File: src/rtl/maxpool_pkg.sv
// Shared defaults and cfg_pool encodings for the max-pool array.
package maxpool_pkg;

  localparam int N_DEFAULT       = 32;
  localparam int LANES_DEFAULT   = 4;
  localparam int WIN_MAX_DEFAULT = 16;

  localparam logic POOL_PASS = 1'b0;
  localparam logic POOL_MAX  = 1'b1;

endpackage

File: src/rtl/maxpool_lane.sv
// One pooling lane: an N-bit signed accumulator that either reloads with the
// incoming beat (first beat of a window) or keeps the signed maximum.
module maxpool_lane
  import maxpool_pkg::*;
#(
  parameter int N = N_DEFAULT
) (
  input  logic                clk,
  input  logic                rst_n,
  input  logic                clr,
  input  logic                load,
  input  logic                first,
  input  logic signed [N-1:0] din,
  output logic signed [N-1:0] nxt
);

  logic signed [N-1:0] acc;

  // Ties keep the accumulator; nxt also feeds the output register on the final beat.
  always_comb begin
    nxt = (first || (din > acc)) ? din : acc;
  end

  always_ff @(posedge clk or negedge rst_n) begin
    if (!rst_n) begin
      acc <= '0;
    end else if (clr) begin
      acc <= '0;
    end else if (load) begin
      acc <= nxt;
    end
  end

endmodule

File: src/rtl/maxpool_array.sv
// LANES-wide streaming max-pool with per-window config latching and a
// registered output stage. Define MAXPOOL_RELU_EN to clamp negative results to 0.
module maxpool_array
  import maxpool_pkg::*;
#(
  parameter int N       = N_DEFAULT,
  parameter int LANES   = LANES_DEFAULT,
  parameter int WIN_MAX = WIN_MAX_DEFAULT,
  parameter int CW      = $clog2(WIN_MAX + 1)
) (
  input  logic               clk,
  input  logic               rst_n,
  input  logic               clr,
  input  logic               cfg_pool,
  input  logic [CW-1:0]      cfg_win,
  input  logic               in_valid,
  output logic               in_ready,
  input  logic [LANES*N-1:0] in_data,
  output logic               out_valid,
  input  logic               out_ready,
  output logic [LANES*N-1:0] out_data,
  output logic               busy
);

  logic [CW-1:0]      count;
  logic [CW-1:0]      win_len;
  logic [CW-1:0]      cfg_len;
  logic [CW-1:0]      cur_len;
  logic               accept;
  logic               first;
  logic               last;
  logic [LANES*N-1:0] nxt_all;
  logic [LANES*N-1:0] result;

  // Pass-through is simply a window of one beat.
  always_comb begin
    if (cfg_pool == POOL_PASS) begin
      cfg_len = CW'(1);
    end else if (cfg_win == '0) begin
      cfg_len = CW'(1);
    end else if (cfg_win > CW'(WIN_MAX)) begin
      cfg_len = CW'(WIN_MAX);
    end else begin
      cfg_len = cfg_win;
    end
  end

  assign in_ready = !clr && (!out_valid || out_ready);
  assign accept   = in_valid && in_ready;
  assign first    = (count == '0);
  assign cur_len  = first ? cfg_len : win_len;
  assign last     = accept && ((count + CW'(1)) == cur_len);
  assign busy     = (count != '0);

  for (genvar i = 0; i < LANES; i++) begin : g_lane
    maxpool_lane #(.N(N)) u_lane (
      .clk   (clk),
      .rst_n (rst_n),
      .clr   (clr),
      .load  (accept),
      .first (first),
      .din   (in_data[i*N +: N]),
      .nxt   (nxt_all[i*N +: N])
    );
  end

  always_comb begin
    result = nxt_all;
`ifdef MAXPOOL_RELU_EN
    for (int i = 0; i < LANES; i++) begin
      if (nxt_all[i*N + N - 1]) begin
        result[i*N +: N] = '0;
      end
    end
`endif
  end

  // A completing window may reload the output on the same edge it is consumed.
  always_ff @(posedge clk or negedge rst_n) begin
    if (!rst_n) begin
      count     <= '0;
      win_len   <= '0;
      out_valid <= 1'b0;
      out_data  <= '0;
    end else begin
      if (clr) begin
        count <= '0;
      end else if (accept) begin
        count <= last ? '0 : count + CW'(1);
        if (first) begin
          win_len <= cfg_len;
        end
      end
      if (last) begin
        out_valid <= 1'b1;
        out_data  <= result;
      end else if (out_ready) begin
        out_valid <= 1'b0;
      end
    end
  end

endmodule

File: config.mk
export PLATFORM = sky130hd
export DESIGN_NAME = maxpool_array
export DESIGN_NICKNAME = d
export VERILOG_FILES = /design/src/rtl/maxpool_pkg.sv /design/src/rtl/maxpool_lane.sv /design/src/rtl/maxpool_array.sv
export SDC_FILE = /design/constraint.sdc
export NUM_CORES = 1
export LEC_CHECK = 0
export BUFFER_PORTS_ARGS = -buffer_cell sky130_fd_sc_hd__buf_2
export CORE_MARGIN = 10
export CORE_UTILIZATION = 55
export DETAILED_ROUTE_END_ITERATION = 10
export PLACE_DENSITY = 0.81
export SYNTH_ARGS = -nofsm -noshare
export SYNTH_HDL_FRONTEND = slang
export SYNTH_SLANG_ARGS = --single-unit
File: constraint.sdc
create_clock -name clk -period 3.6 [get_ports clk]
set_clock_uncertainty 0.2 [all_clocks]
set_input_delay 0.18 -clock clk [delete_from_list [all_inputs] [get_ports clk]]
set_output_delay 0.18 -clock clk [all_outputs]
set_load 0.005 [all_outputs]
After elaboration in Yosys (flattened, before gate mapping)
Index checks and enable logic that the tools add are counted.
{"block": "totals", "reg_bits": 267, "in_bits": 139, "out_inout_bits": 131}
{"block": "op_classes", "add_sub_neg": 1, "n_lt_le_gt_ge": 5, "n_eq_ne": 1, "muxes": 21, "bitwise": 1, "n_reduce_logical": 16}
{"cell": "32-bit 2-to-1 mux", "n": 12}
{"cell": "32-bit greater-than comparator", "n": 4}
{"cell": "5-bit 2-to-1 mux", "n": 7}
{"cell": "5-bit logical NOT", "n": 2}
{"cell": "5-bit by 1-bit adder with 5-bit output, second input constant", "n": 1}
{"cell": "5-bit == test", "n": 1}
{"cell": "5-bit greater-than comparator, second input constant", "n": 1}
{"cell": "1-bit logical OR", "n": 5}
{"cell": "5-bit nonzero test", "n": 1}
{"cell": "2-bit nonzero test", "n": 2}
{"cell": "1-bit logical AND", "n": 3}
{"cell": "1-bit logical NOT", "n": 2}
{"cell": "1-bit 2-to-1 mux", "n": 2}
{"cell": "2-bit AND reduction", "n": 1}
{"cell": "1-bit NOT", "n": 1}

Logic depth before layout (Yosys ltp)
{"block": "depth", "ltp_word": 10, "ltp_mapped": 12, "ltp_nobuf": 9}

Modules after synthesis
A second synthesis with hierarchy kept.
{"block": "unflattened", "hier_cells": 1282, "area_unflattened_um2": 16283.1}
{"mod": "maxpool_lane (g_lane[1].u_lane ...)", "instances": 3, "cells_each": 237, "area_per_inst_um2": 2607.5, "seq_area_each_um2": 800.8}
{"mod": "maxpool_array", "instances": 1, "cells_each": 334, "area_per_inst_um2": 5849.4, "seq_area_each_um2": 3478.3}
{"mod": "maxpool_lane (g_lane[0].u_lane)", "instances": 1, "cells_each": 237, "area_per_inst_um2": 2611.3, "seq_area_each_um2": 800.8}

Least setup slack after synthesis
Ideal clock, no wire load.
{"block": "synth_path", "path_type": "reg-to-reg", "startpoint": "register g_lane[3].u_lane.acc[31]", "endpoint": "register g_lane[3].u_lane.acc[10]", "setup_time_ps": 66, "arrival_time_ps": 2747, "t_required_ps": 3334, "slack_ps": 587, "path_stages_with_launch": 11, "n_path_buf": 1, "synth_period_minus_slack_ps": 3013, "cell_sequence": "dfrtp_1 -> inv_1 -> ha_1 -> nand4_1 -> nor3_1 -> a221o_1 -> or2_2 -> or4b_2 -> nand3_1 -> clkbuf_1 -> a22o_1"}
{"block": "synth_via", "elab_chain_len": 5}
{"item": "start, declared", "line": "maxpool_lane.sv:17", "rtl": "logic signed [N-1:0] acc;"}
{"item": "start signal, assigned", "line": "maxpool_lane.sv:30", "rtl": "acc <= nxt;"}
{"item": "32-bit greater-than comparator", "line": "maxpool_lane.sv:21", "rtl": "nxt = (first || (din > acc)) ? din : acc;"}
{"item": "1-bit logical OR", "line": "maxpool_lane.sv:21"}
{"item": "32-bit 2-to-1 mux", "line": "maxpool_lane.sv:21"}
{"item": "32-bit 2-to-1 mux", "line": "maxpool_lane.sv:29", "rtl": "end else if (load) begin"}
{"item": "32-bit 2-to-1 mux", "line": "maxpool_lane.sv:27", "rtl": "end else if (clr) begin"}
Every way passes these cells. The select of a mux whose other input is x is not followed.
A chain may end at the register's enable or synchronous reset.

Worst setup path in the final report
{"block": "layout_path", "startpoint": "register count[0]", "endpoint": "register out_data[9]"}
{"block": "layout_via", "elab_chain_len": 4}
{"item": "start, declared", "line": "maxpool_array.sv:25", "rtl": "logic [CW-1:0] count;"}
{"item": "start signal, assigned", "line": "maxpool_array.sv:89", "rtl": "count <= last ? '0 : count + CW'(1);"}
{"item": "parallel branches: the longest is 4 deep, another holds 5-bit by 1-bit adder with 5-bit output"}
{"item": "end signal, assigned", "line": "maxpool_array.sv:96", "rtl": "out_data <= result;"}
{"item": "end, declared", "line": "maxpool_array.sv:21", "rtl": "output logic [LANES*N-1:0] out_data,"}
Parallel ways; which one is timed is not known.

==> impl_metrics.tcl <==
set metrics [dict create \
    status "complete, no violations" \
    synth.distinct_cells 48 \
    switching_power_mw 5.62 \
    via_per_inst 6.19 \
    fmax_ghz 0.291 \
    clockRootBuffer "clkbuf_16" \
    route.detailed.wl_per_inst_um 20.2 \
    ff2ff_path_depth 12 \
    die_y_um 184 \
    firstDrtPassIters 6 \
    setup_slack_ns 0.168 \
    cp.required_ns 3.84 \
    rrSetupSlack_ns 0.17 \
    htreeDepth 1 \
    grt_first_pass_wirelength_um 76200 \
    slew_violations 0 \
    final_cell_mix "buf_2, dfrtp_1, nor2_1, nand3_1, o21ai_0" \
    layout_commonest_cell "buf_2" \
    cts.sinks 267 \
    finalHoldViolCount 0 \
    fin_crit_sh_pct 95.3 \
    die_area_sq_um 34000 \
    leakagePower_nw 8.86 \
    fp-row-count 60 \
    period_minus_slack_ns 3.43 \
    wl_um 47700 \
    holdWs_ns 0.0127 \
    drive_above_1_share_pct 20.2 \
    grt_max_degree 110 \
    p_total_mw 14.4 \
    criticalPathCategory "reg -> reg" \
    antenna_found_initial 3 \
    yosysSeqAreaShare_pct 45.0 \
    stdcell_count 2364 \
    combPwrFrac_pct 43.8 \
    internal_power_mw 8.75 \
    synth_edf_count 0 \
    max-vdd-ir-drop_v 0.000518 \
    slew_headroom_pct 51.8 \
    min_path_type "in -> async" \
    detailed_place_hpwl_um 30500 \
    synthCells 1602 \
    cap_violations 0 \
    worst_pin_slew_ns 0.723 \
    grt-ovfl-total 0 \
    port-buffer-count 269 \
    dr.first_iter.drc_count 1385 \
    synth_ff_type "dfrtp_1" \
    cts_buffers 28 \
    drc 0 \
    fp.dieW_um 184 \
    syn_area_sq_um 14800 \
    p_seq_share_pct 34.2 \
    finalNetCount 2266 \
    reg2reg_from "count[0]$_DFFE_PN0P_" \
    async_flop_share_pct 100 \
    critical_path_arrival_ns 3.68 \
    tritoncts "yes" \
    vias 14628 \
    antenna_left 0 \
    clk_pin_slew_ns 0.06 \
    start_kind "flip-flop" \
    area_growth_pct 30.4 \
    clockBufferDepth 3 \
    grt_pass1_vias 14594 \
    end_kind "flip-flop" \
    synth_area_per_cell_sq_um 9.27 \
    synthesis.nets 1871 \
    r2r-end "out_data[9]$_DFFE_PN0P_" \
    top_level_ports 270 \
    fin_util_pct 72.4 \
    gp_congestion 0.872 \
    fin_tns_setup_ns 0 \
    preCtsSetupSlack_ns 0.0804 \
    initial_core_util_pct 55.5 \
    grt_use_total_pct 27.1 \
    finalSetupViolations 0 \
    p_per_area_nw_per_um2 742 \
    switching_share_pct 39.1 \
    placedCellCount 2157 \
    clk_latency_ns 0.55 \
    design_area_sq_um 19400 \
    crit_fanout 95 \
    core-area_sq_um 26700 \
    ys_warn_count 0 \
    place_area_sq_um 16800 \
    ys_ff_latch 267 \
    clkPwrFrac_pct 22.0 \
]
==> worst max-delay path by stage <==
| stage | from | to | slack, ns | depth (start not counted) |
|---|---|---|---|---|
| after global placement | count[0]$_DFFE_PN0P_ | out_data[124]$_DFFE_PN0P_ | 0.22 | 12 |
| after floorplan | g_lane[3].u_lane.acc[31]$_DFFE_PN0P_ | g_lane[3].u_lane.acc[10]$_DFFE_PN0P_ | 0.59 | 10 |
| after CTS | g_lane[3].u_lane.acc[19]$_DFFE_PN0P_ | out_data[127]$_DFFE_PN0P_ | 0.06 | 9 |
| after global routing | count[0]$_DFFE_PN0P_ | out_data[53]$_DFFE_PN0P_ | -0.05 | 13 |
| after detailed placement | g_lane[3].u_lane.acc[31]$_DFFE_PN0P_ | out_data[127]$_DFFE_PN0P_ | 0.08 | 9 |
| final | count[0]$_DFFE_PN0P_ | out_data[9]$_DFFE_PN0P_ | 0.17 | 12 |
==> power groups by stage <==
stage | sequential, mW | combinational, mW | clock [mW]
2_1_floorplan | 4.82 | 3.59 | 0
3_3_place_gp | 4.86 | 5.68 | 0
3_5_place_dp | 4.91 | 5.90 | 0
4_1_cts | 4.88 | 6.07 | 3.19
5_1_grt | 5.03 | 6.99 | 3.31
6_report | 4.91 | 6.29 | 3.17
==> layer usage <==
layer	global-route usage (%)	vias up	share of wire, %
met2	45.4	766	48
met4	10.5	0	3.6
met3	5.49	142	8.7
li1	-	6659	-
met1	33.8	7061	39
met5	0	-	0
==> sequential cells by signal, summed over array words and instances (netlist names) <==
name               count
out_valid              1
win_len                5
count                  5
g_lane.u_lane.acc    128
out_data             128
==> logic make-up after synthesis <==
logic type	Yosys count	share of synthesized area [%]
mux	8	0.573
simple gates	439	14.1
fa+ha+maj	130	11.0
buf+inv	243	6.39
compound gates	509	22.7
flops	267	45.0
xor+xnor	6	0.354
==> Yosys cell counts, drive strengths merged, types with 5 or more instances <==
master | number | area (sq um)
dfrtp | 267 | 6680
nor2 | 159 | 597
o21ai | 159 | 796
nand3 | 151 | 756
inv | 138 | 518
a31oi | 132 | 826
ha | 130 | 1630
a22o | 128 | 1120
clkbuf | 78 | 293
a21oi | 52 | 260
nand2 | 44 | 165
nand4 | 32 | 200
buf | 27 | 138
nor3 | 10 | 50.1
nor4 | 8 | 50.1
nand2b | 5 | 31.3
nor2b | 5 | 31.3
or2 | 5 | 31.3
or4 | 5 | 37.5
xnor2 | 5 | 43.8
==> critical path, cell delays in order (launching register included) <==
cell	delay, ns
dfrtp_1	0.42
inv_1	0.11
ha_1	0.15
nor4b_4	0.30
buf_6	0.19
mux2i_1	0.11
or3b_1	0.35
a31o_1	0.25
a2111oi_4	0.39
buf_4	0.20
buf_16	0.29
nor2_1	0.10
a31oi_1	0.23
==> timing repair <==
item | in CTS | in global routing
endpoints found under the setup margin | 0 | 184
gates resized for setup | 0 | 12
hold buffers | 142 | 0
setup buffers | 0 | 7
endpoints found under the hold margin | 531 | 0
==> layout make-up <==
class | count | area, sq um
well taps | 341 | 427
clock buffers | 42 | 865
repair buffers | 470 | 3360
fillers | 1834 | 7370
clock inverters | 10 | 153
multi-input cells | 1092 | 7350
flip-flops and latches | 267 | 6680
diodes | 4 | 10.0
inverters | 138 | 518
(Power assumes the default switching activity.)
